<file path="src/rtl/lsu_pkg.sv">
// Shared definitions for the load/store unit.
//
// Contents:
//   F3_*            RV32I funct3 size/sign codes
//   lsu_state_t     sequencer states
//   lsu_access_err  decides on accept whether a request is illegal or misaligned
package lsu_pkg;

    localparam logic [2:0] F3_B  = 3'b000;
    localparam logic [2:0] F3_H  = 3'b001;
    localparam logic [2:0] F3_W  = 3'b010;
    localparam logic [2:0] F3_BU = 3'b100;
    localparam logic [2:0] F3_HU = 3'b101;

    typedef enum logic [1:0] {
        IDLE  = 2'd0,
        READ  = 2'd1,
        WRITE = 2'd2,
        RESP  = 2'd3
    } lsu_state_t;

    // Returns 1 when the request can't be performed: an unknown funct3, an
    // unsigned-size code on a store, or an address not aligned to the size.
    function automatic logic lsu_access_err(input logic       we,
                                            input logic [2:0] funct3,
                                            input logic [1:0] addrLo);
        logic illegal;
        logic misaligned;
        illegal    = 1'b0;
        misaligned = 1'b0;
        case (funct3)
            F3_B, F3_H, F3_W: illegal = 1'b0;
            F3_BU, F3_HU:     illegal = we;
            default:          illegal = 1'b1;
        endcase
        // funct3[1:0] encodes the size for every legal code: 00 byte, 01 half, 10 word
        if (funct3[1:0] == 2'b01 && addrLo[0]) begin
            misaligned = 1'b1;
        end
        if (funct3[1:0] == 2'b10 && addrLo != 2'b00) begin
            misaligned = 1'b1;
        end
        return illegal | misaligned;
    endfunction

endpackage

</file>
<file path="src/rtl/lsu_load_extract.sv">
// Load data extraction: selects the addressed byte or halfword of a memory
// word and sign- or zero-extends it to 32 bits.
//
// Ports:
//   word_i      raw 32-bit memory word
//   byte_off_i  byte address bits [1:0] (bit 1 picks the halfword)
//   funct3_i    RV32I load size/sign code
//   data_o      extended load value (0 for codes that are not loads)
module lsu_load_extract
    import lsu_pkg::*;
(
    input  logic [31:0] word_i,
    input  logic [1:0]  byte_off_i,
    input  logic [2:0]  funct3_i,
    output logic [31:0] data_o
);

    logic [7:0]  byteSel;
    logic [15:0] halfSel;

    always_comb begin
        byteSel = 8'h00;
        case (byte_off_i)
            2'd0:    byteSel = word_i[7:0];
            2'd1:    byteSel = word_i[15:8];
            2'd2:    byteSel = word_i[23:16];
            default: byteSel = word_i[31:24];
        endcase

        halfSel = byte_off_i[1] ? word_i[31:16] : word_i[15:0];

        data_o = 32'h0;
        case (funct3_i)
            F3_B:    data_o = {{24{byteSel[7]}}, byteSel};
            F3_BU:   data_o = {24'h0, byteSel};
            F3_H:    data_o = {{16{halfSel[15]}}, halfSel};
            F3_HU:   data_o = {16'h0, halfSel};
            F3_W:    data_o = word_i;
            default: data_o = 32'h0;
        endcase
    end

endmodule

</file>
<file path="src/rtl/load_store_unit.sv">
// Load/store sequencer between the execute stage and a word-only data memory
// (single write enable, combinational read, word-wide write).
//
// Ports:
//   clk, rst                    clock, asynchronous active-high reset
//   req_valid/req_ready         request handshake; ready only while IDLE
//   req_we, req_funct3          store/load flag and RV32I size/sign code
//   req_addr, req_wdata         byte address and right-justified store data
//   resp_valid                  one-cycle completion pulse
//   resp_rdata, resp_err        extended load data / error flag, valid with resp_valid
//   mem_we, mem_a, mem_wd       memory write enable, word address, write data
//   mem_rd                      memory read data, combinational from mem_a
//
// Loads:    IDLE -> READ -> RESP
// SW:       IDLE -> WRITE -> RESP
// SB/SH:    IDLE -> READ -> WRITE -> RESP (read-modify-write)
// Errors:   IDLE -> RESP, no memory access
module load_store_unit
    import lsu_pkg::*;
#(
    parameter int MEM_ADDR_WIDTH = 16,
    parameter int DATA_WIDTH     = 32
) (
    input  logic                      clk,
    input  logic                      rst,
    input  logic                      req_valid,
    output logic                      req_ready,
    input  logic                      req_we,
    input  logic [2:0]                req_funct3,
    input  logic [31:0]               req_addr,
    input  logic [DATA_WIDTH-1:0]     req_wdata,
    output logic                      resp_valid,
    output logic [DATA_WIDTH-1:0]     resp_rdata,
    output logic                      resp_err,
    output logic                      mem_we,
    output logic [MEM_ADDR_WIDTH-1:0] mem_a,
    output logic [DATA_WIDTH-1:0]     mem_wd,
    input  logic [DATA_WIDTH-1:0]     mem_rd
);

    // Byte-address bits that actually reach the memory; higher bits wrap away.
    localparam int AW = MEM_ADDR_WIDTH + 2;

    lsu_state_t            state_q;
    logic                  we_q;
    logic [2:0]            funct3_q;
    logic [AW-1:0]         addr_q;
    logic [DATA_WIDTH-1:0] wdata_q;
    logic [DATA_WIDTH-1:0] oldWord_q;
    logic                  respValid_q;
    logic [DATA_WIDTH-1:0] respRdata_q;
    logic                  respErr_q;

    logic                  accept;
    logic [DATA_WIDTH-1:0] loadData;
    logic [DATA_WIDTH-1:0] mergedWord;
    logic                  unusedAddrBits;

    assign unusedAddrBits = ^req_addr[31:AW];

    assign req_ready = (state_q == IDLE);
    assign accept    = req_valid && req_ready;

    // Memory-side outputs are decoded from state alone, so an asynchronous
    // reset removes a pending write in the same cycle it is asserted.
    assign mem_we = (state_q == WRITE);
    assign mem_a  = (state_q == READ || state_q == WRITE) ? addr_q[AW-1:2] : '0;
    assign mem_wd = (state_q == WRITE) ? mergedWord : '0;

    assign resp_valid = respValid_q;
    assign resp_rdata = respRdata_q;
    assign resp_err   = respErr_q;

    // Extraction reads mem_rd directly so the load value can be registered
    // straight into the response at the end of READ.
    lsu_load_extract u_extract (
        .word_i     (mem_rd),
        .byte_off_i (addr_q[1:0]),
        .funct3_i   (funct3_q),
        .data_o     (loadData)
    );

    // Store merge: sub-word stores overwrite only the addressed lane of the
    // word captured during READ; SW bypasses the old word entirely.
    always_comb begin
        mergedWord = wdata_q;
        if (funct3_q == F3_B) begin
            mergedWord = oldWord_q;
            case (addr_q[1:0])
                2'd0:    mergedWord[7:0]   = wdata_q[7:0];
                2'd1:    mergedWord[15:8]  = wdata_q[7:0];
                2'd2:    mergedWord[23:16] = wdata_q[7:0];
                default: mergedWord[31:24] = wdata_q[7:0];
            endcase
        end else if (funct3_q == F3_H) begin
            mergedWord = oldWord_q;
            if (addr_q[1]) begin
                mergedWord[31:16] = wdata_q[15:0];
            end else begin
                mergedWord[15:0]  = wdata_q[15:0];
            end
        end
    end

    // Sequencer: the request is latched on accept so later req_* changes are
    // ignored; response registers are loaded on entry to RESP and cleared
    // on leaving it, which makes resp_valid a single-cycle pulse.
    always_ff @(posedge clk or posedge rst) begin
        if (rst) begin
            state_q     <= IDLE;
            we_q        <= 1'b0;
            funct3_q    <= 3'b000;
            addr_q      <= '0;
            wdata_q     <= '0;
            oldWord_q   <= '0;
            respValid_q <= 1'b0;
            respRdata_q <= '0;
            respErr_q   <= 1'b0;
        end else begin
            case (state_q)
                IDLE: begin
                    if (accept) begin
                        we_q     <= req_we;
                        funct3_q <= req_funct3;
                        addr_q   <= req_addr[AW-1:0];
                        wdata_q  <= req_wdata;
                        if (lsu_access_err(req_we, req_funct3, req_addr[1:0])) begin
                            state_q     <= RESP;
                            respValid_q <= 1'b1;
                            respErr_q   <= 1'b1;
                            respRdata_q <= '0;
                        end else if (req_we && req_funct3 == F3_W) begin
                            state_q <= WRITE;
                        end else begin
                            state_q <= READ;
                        end
                    end
                end
                READ: begin
                    oldWord_q <= mem_rd;
                    if (we_q) begin
                        state_q <= WRITE;
                    end else begin
                        state_q     <= RESP;
                        respValid_q <= 1'b1;
                        respRdata_q <= loadData;
                    end
                end
                WRITE: begin
                    state_q     <= RESP;
                    respValid_q <= 1'b1;
                    respRdata_q <= '0;
                end
                RESP: begin
                    state_q     <= IDLE;
                    respValid_q <= 1'b0;
                    respRdata_q <= '0;
                    respErr_q   <= 1'b0;
                end
                default: begin
                    state_q <= IDLE;
                end
            endcase
        end
    end

endmodule

</file>
<file path="config.mk">
export PLATFORM = sky130hd
export DESIGN_NAME = load_store_unit
export DESIGN_NICKNAME = d
export VERILOG_FILES = /design/src/rtl/lsu_pkg.sv /design/src/rtl/lsu_load_extract.sv /design/src/rtl/load_store_unit.sv
export SDC_FILE = /design/constraint.sdc
export NUM_CORES = 1
export LEC_CHECK = 0
export CAP_MARGIN = 30
export CORE_MARGIN = 2
export CORE_UTILIZATION = 48
export CTS_BUF_LIST = sky130_fd_sc_hd__clkbuf_4 sky130_fd_sc_hd__clkbuf_8 sky130_fd_sc_hd__clkbuf_16
export CTS_CLUSTER_DIAMETER = 150
export DETAILED_ROUTE_END_ITERATION = 10
export GPL_ROUTABILITY_DRIVEN = 0
export GPL_TIMING_DRIVEN = 0
export PLACE_DENSITY = 0.86
export SETUP_SLACK_MARGIN = 0.3
export SYNTH_ARGS = -nofsm -noshare
export SYNTH_HDL_FRONTEND = slang
export SYNTH_SLANG_ARGS = --single-unit
</file>
<file path="constraint.sdc">
create_clock -name clk -period 5 [get_ports clk]
set_input_delay 1.25 -clock clk [delete_from_list [all_inputs] [get_ports clk]]
set_output_delay 1.25 -clock clk [all_outputs]
set_load 0.01 [all_outputs]
</file>
## Yosys cells after proc, flatten, opt, wreduce, memory -nomap -nowiden

Cells that the tools add are included.

- Register bits after elaboration: 122
- Input bits: 103
- Output and inout port bits: 84
- Word-level logic and storage cells: 80

- Equal/unequal tests: 18
- Multiplexer cells: 34
- Bitwise gates (word level): 1
- Reductions and logical operators: 18

Operator list:

| operator | number |
|---|---|
| 2-to-1 mux 32 bit | 6 |
| case mux 32 bit (5 select lines) | 1 |
| case mux 32 bit (3 select lines) | 1 |
| 2-to-1 mux 16 bit | 4 |
| 2-to-1 mux 8 bit | 4 |
| case mux 8 bit (3 select lines) | 1 |
| equality test 3 bit (second input constant) | 4 |
| 2-to-1 mux 1 bit | 10 |
| equality test 2 bit (second input constant) | 4 |
| case mux 2 bit (4 select lines) | 1 |
| equality test 2 x 1 -> 1 bit (second input constant) | 3 |
| equality test 3 x 1 -> 1 bit (second input constant) | 2 |
| equality test 3 x 2 -> 1 bit (second input constant) | 2 |
| logical NOT 3 bit | 2 |
| 2-to-1 mux 2 bit | 3 |
| AND reduction 3 bit | 2 |
| OR reduction 3 bit | 2 |
| logical AND 1 bit | 4 |
| logical NOT 2 bit | 2 |
| inequality test 2 x 1 -> 1 bit (second input constant) | 2 |
| case mux 1 bit (2 select lines) | 2 |
| case mux 1 bit (4 select lines) | 1 |
| nonzero test 2 bit | 2 |
| OR reduction 2 bit | 2 |
| 4 further kinds | 4 |

## Longest topological paths before layout

- Depth after elaboration: 10
- Mapped depth: 9
- Gate-level depth less buffers: 6

## Hierarchy

Synthesis repeated with hierarchy kept, for this count alone.

- Cells, all modules: 604
- Area, all modules: 6945.4 sq um

By module, submodules not included:

| module | times used | cells an instance | area each (sq um) | seq. area each (sq um) |
|---|---|---|---|---|
| load_store_unit | 1 | 470 | 5874.4 | 3052.9 |
| lsu_load_extract | 1 | 134 | 1071.0 | 0.0 |

## Worst setup path after synthesis

Ideal clock, no wire load.

- Kind: flip-flop to output port
- Start: reg funct3_q[2]
- End: out mem_wd[10]
- Arrival time: 1.463 ns
- Data required time: 3.750 ns
- Slack: 2.287 ns
- Stages on the path, launching flop included: 7
- Buffers on the path: 2
- Cells stage by stage: dfrtp_1 -> clkbuf_1 -> nor4bb_1 -> buf_2 -> mux2i_1 -> nand2_1 -> and3_1

- Cells in the longest elaborated chain, start to end: 4
- Elaborated cells between the ends (all ways): 5
- Classes of those cells: eq/ne (1); mux (3); reduce/logical (1)

RTL lines:

| item | line | text |
|---|---|---|
| from (decl) | load_store_unit.sv:46 | `logic [2:0] funct3_q;` |
| from (signal assigned) | load_store_unit.sv:124 | `funct3_q <= req_funct3;` |
| equality test 3 x 1 -> 1 bit | load_store_unit.sv:95 | `end else if (funct3_q == F3_H) begin` |
| 2-to-1 mux 32 bit | load_store_unit.sv:95 |  |
| 2-to-1 mux 32 bit (*) | load_store_unit.sv:87 | `if (funct3_q == F3_B) begin` |
| 2-to-1 mux 32 bit (*) | load_store_unit.sv:68 | `assign mem_wd = (state_q == WRITE) ? mergedWord : '0;` |
| to (decl) | load_store_unit.sv:37 | `output logic [DATA_WIDTH-1:0] mem_wd,` |

Mark *: on every way between the ends. The rest lies on a longest branch, timed or not.

## Worst setup path in the final report

- Start: reg funct3_q[2]
- End: out mem_wd[29]

Same word-level chain as after synthesis.

==> reports/qor.csv <==
metric,value,unit
min-delay-start,resp_rdata[21]$_DFFE_PP0P_,
cts_buffers,17,
cp-startpoint,funct3_q[2]$_DFFE_PP0P_,
clock-sinks,122,
grt_pass1_vias,5847,
ys_seq_elements,122,
slew_viol_final,0,
criticalPathCategory,register to output port,
drive_gt1_frac,0.204,
r2r-start,state_q[0]$_DFFE_PP0P_,
setup_tns,0,ns
area_growth,38.6,%
synth-xor-area-share,0,
dieArea,14700,µm²
root_buffer,clkbuf_16,
grt_pass1_wl,31.3,mm
cpMaxStageDelayCell,clkdlybuf4s50_1,
ir_drop,0.388,mV
grt_util_all_layers,0.282,
synth_simple_gate_area_share,0.117,
dpl.cell_count,950,
dpl.hpwl,14.7,mm
path_cells,clkbuf_1 > nor3b_2 > buf_2 > nor2_1 > a21oi_1 > o211a_1 > clkdlybuf4s50_1,
status,finished clean,
clk_path_buf_depth,2,
fp.dieH,121,µm
slowest_delay,0.55,ns
synth_top_family_by_area,multiplexers,
tritoncts,built,
skew,0.00787,ns
syn_area,6590,µm²
clk_latency,0.42,ns
drtIter0Drc,545,
synth_compound_area_frac,0.112,
h-tree-depth,4,
initial_core_util,0.494,
diodes,0,
grt_max_degree,68,
critPathLaunchType,register,
drt_pass1_iterations,6,
critPathRequiredTime,3.75,ns
postCtsHoldBufs,0,
dr_total_vias,5735,
grt-ovfl-total,0,
ios,187,
viasPerCell,5.85,
clk_pin_slew,0.06,ns
tightest_slew,0.720,ns
p_leak,4.02,nW
ys_async_sr_fraction,1.00,
avgSynthCellArea,11.0,µm²
rsz0062_at_grt,false,
synth_top_area_cell,dfrtp_1,
route.detailed.drc,0,
row_count,42,
final_cell_count_no_fill,980,
cp_max_fo,10,
timing.fmax,248,MHz
numPortBuffers,172,
critPathArrivalTime,2.78,ns
post_cts_resized,0,
antenna_found_initial,0,
synthCells,601,
setup_violations,0,
yosysWarnings,0,
synthFlopType,dfrtp_1,
cts_setup_buffers,0,
muxShareOfSynthArea,0.261,
drt_wl_total,20.1,mm
fp.dieW,121,µm
nNetsFinal,900,
power_density,677,nW/µm²
hold_viol_final,0,
final.min_clock_period,4.03,ns
slew_headroom,0.520,
ant_nets,0,
worst-path-buf-inv,3,
yosysUniqueCellTypes,41,
wl_per_cell,20.5,µm
synth_edf_count,0,
hp-class,register to register,
maxCapViolCount,0,
yosysTopAreaCellShare,0.463,
synth.area.top_cells,"dfrtp_1 (46%), mux2_2 (15%), mux2i_1 (8.5%)",
core_region_area,13300,µm²
period_share,0.807,
synthAdderAreaFrac,0.00760,
worstSetupEndpointType,output port,
synth_fp_nets,708,
ys_seq_area_frac,0.463,
critPathTopFamily,buffers and inverters,
## registers in the layout, summed over array words and instances (netlist names)
name,cells
resp_err,1
resp_rdata,32
wdata_q,32
oldWord_q,32
addr_q,18
state_q,2
we_q,1
funct3_q,3
resp_valid,1
## layout make-up
type | count | area, µm²
fillers | 973 | 4220
multi-input cells | 426 | 3280
flip-flops and latches | 122 | 3050
repair buffers | 173 | 1750
clock buffers | 23 | 508
plain buffers | 47 | 229
well taps | 176 | 220
clock inverters | 7 | 65.1
inverters | 6 | 25.0
## layer usage
layer / vias up / track usage / share of wire
li1: 2537 / - / -
met1: 2796 / 0.365 / 0.41
met2: 335 / 0.441 / 0.47
met3: 67 / 0.0785 / 0.091
met4: 0 / 0.131 / 0.032
met5: - / 0 / 0
## tightest hold or removal path, stage by stage, from the launching register on
cell	delay [ns]
dfrtp_1	0.34
nand2_1	0.05
o21ai_1	0.06
## cells in the mapped netlist, types with 16 or more instances
cell      count
mux2_2       87
dfrtp_1     122
nor2_1       26
o21ai_1      16
a21oi_1      32
clkbuf_1     16
nand3_1      17
mux2i_1      56
o211a_1      16
nand2_1      69
buf_2        23
and2_1       18
o21ai_0      20
## power by group
group | total (W) | switching (W) | internal (W)
Sequential | 0.00181 | 0.000387 | 0.00143
Clock | 0.00119 | 0.000434 | 0.000752
Combinational | 0.00319 | 0.00154 | 0.00165
## worst paths after layout
check,end,slack [ns],depth (start not counted)
max in group asynchronous,addr_q[14]$_DFFE_PP0P_,2.92,3
min in group asynchronous,wdata_q[24]$_DFFE_PP0P_,1.32,2
max reg2reg,resp_rdata[6]$_DFFE_PP0P_,2.77,8
max,mem_wd[29],0.97,7
min,resp_rdata[21]$_DFFE_PP0P_,0.49,2
min reg2reg,resp_rdata[21]$_DFFE_PP0P_,0.49,2
## through the flow
| step | setup WS, ns | power [W] | cell area (µm²) | hold WS (ns) | util |
|---|---|---|---|---|---|
| 6_report | 0.965 | 0.00619 | 9130 | 0.488 | 0.684 |
| 5_1_grt | 0.836 | 0.00653 | 9130 | 0.507 | 0.684 |
| 4_1_cts | 1.01 | 0.00616 | 9130 | 0.490 | 0.684 |
| 3_5_place_dp | 1.47 | 0.00493 | 8560 | 0.478 | 0.641 |
| 3_3_place_gp | -0.895 | 0.00480 | 8530 | 0.465 | 0.639 |
| 2_1_floorplan | 0.507 | 0.00370 | 6590 | 0.471 | - |
## placed cells by master (no fill, tap or decap), types with 4 or more instances in the layout
master	netlist	layout
nor2_1	26	26
mux2i_1	56	56
clkdlybuf4s50_1	0	172
o21ai_1	16	16
mux4_2	8	8
buf_2	23	23
dfrtp_1	122	122
clkbuf_2	4	4
inv_1	6	5
o211a_1	16	16
a221oi_1	15	15
and3_1	8	8
nand2_1	69	69
clkinv_2	0	4
o21ai_0	20	20
clkbuf_16	0	17
a21oi_1	32	32
ha_1	4	4
mux2_2	87	87
and2_1	18	18
nor2b_1	13	13
clkbuf_1	16	16
nand3_1	17	17
clkbuf_8	0	6
## cell families after synthesis
group                      count (synthesis)
and+or+nand+nor                          161
adders and majority gates                  4
muxes                                    151
DFF                                      122
buffers and inverters                     53
AOI/OAI and AO/OA                        110
(Power assumes the default switching activity.)
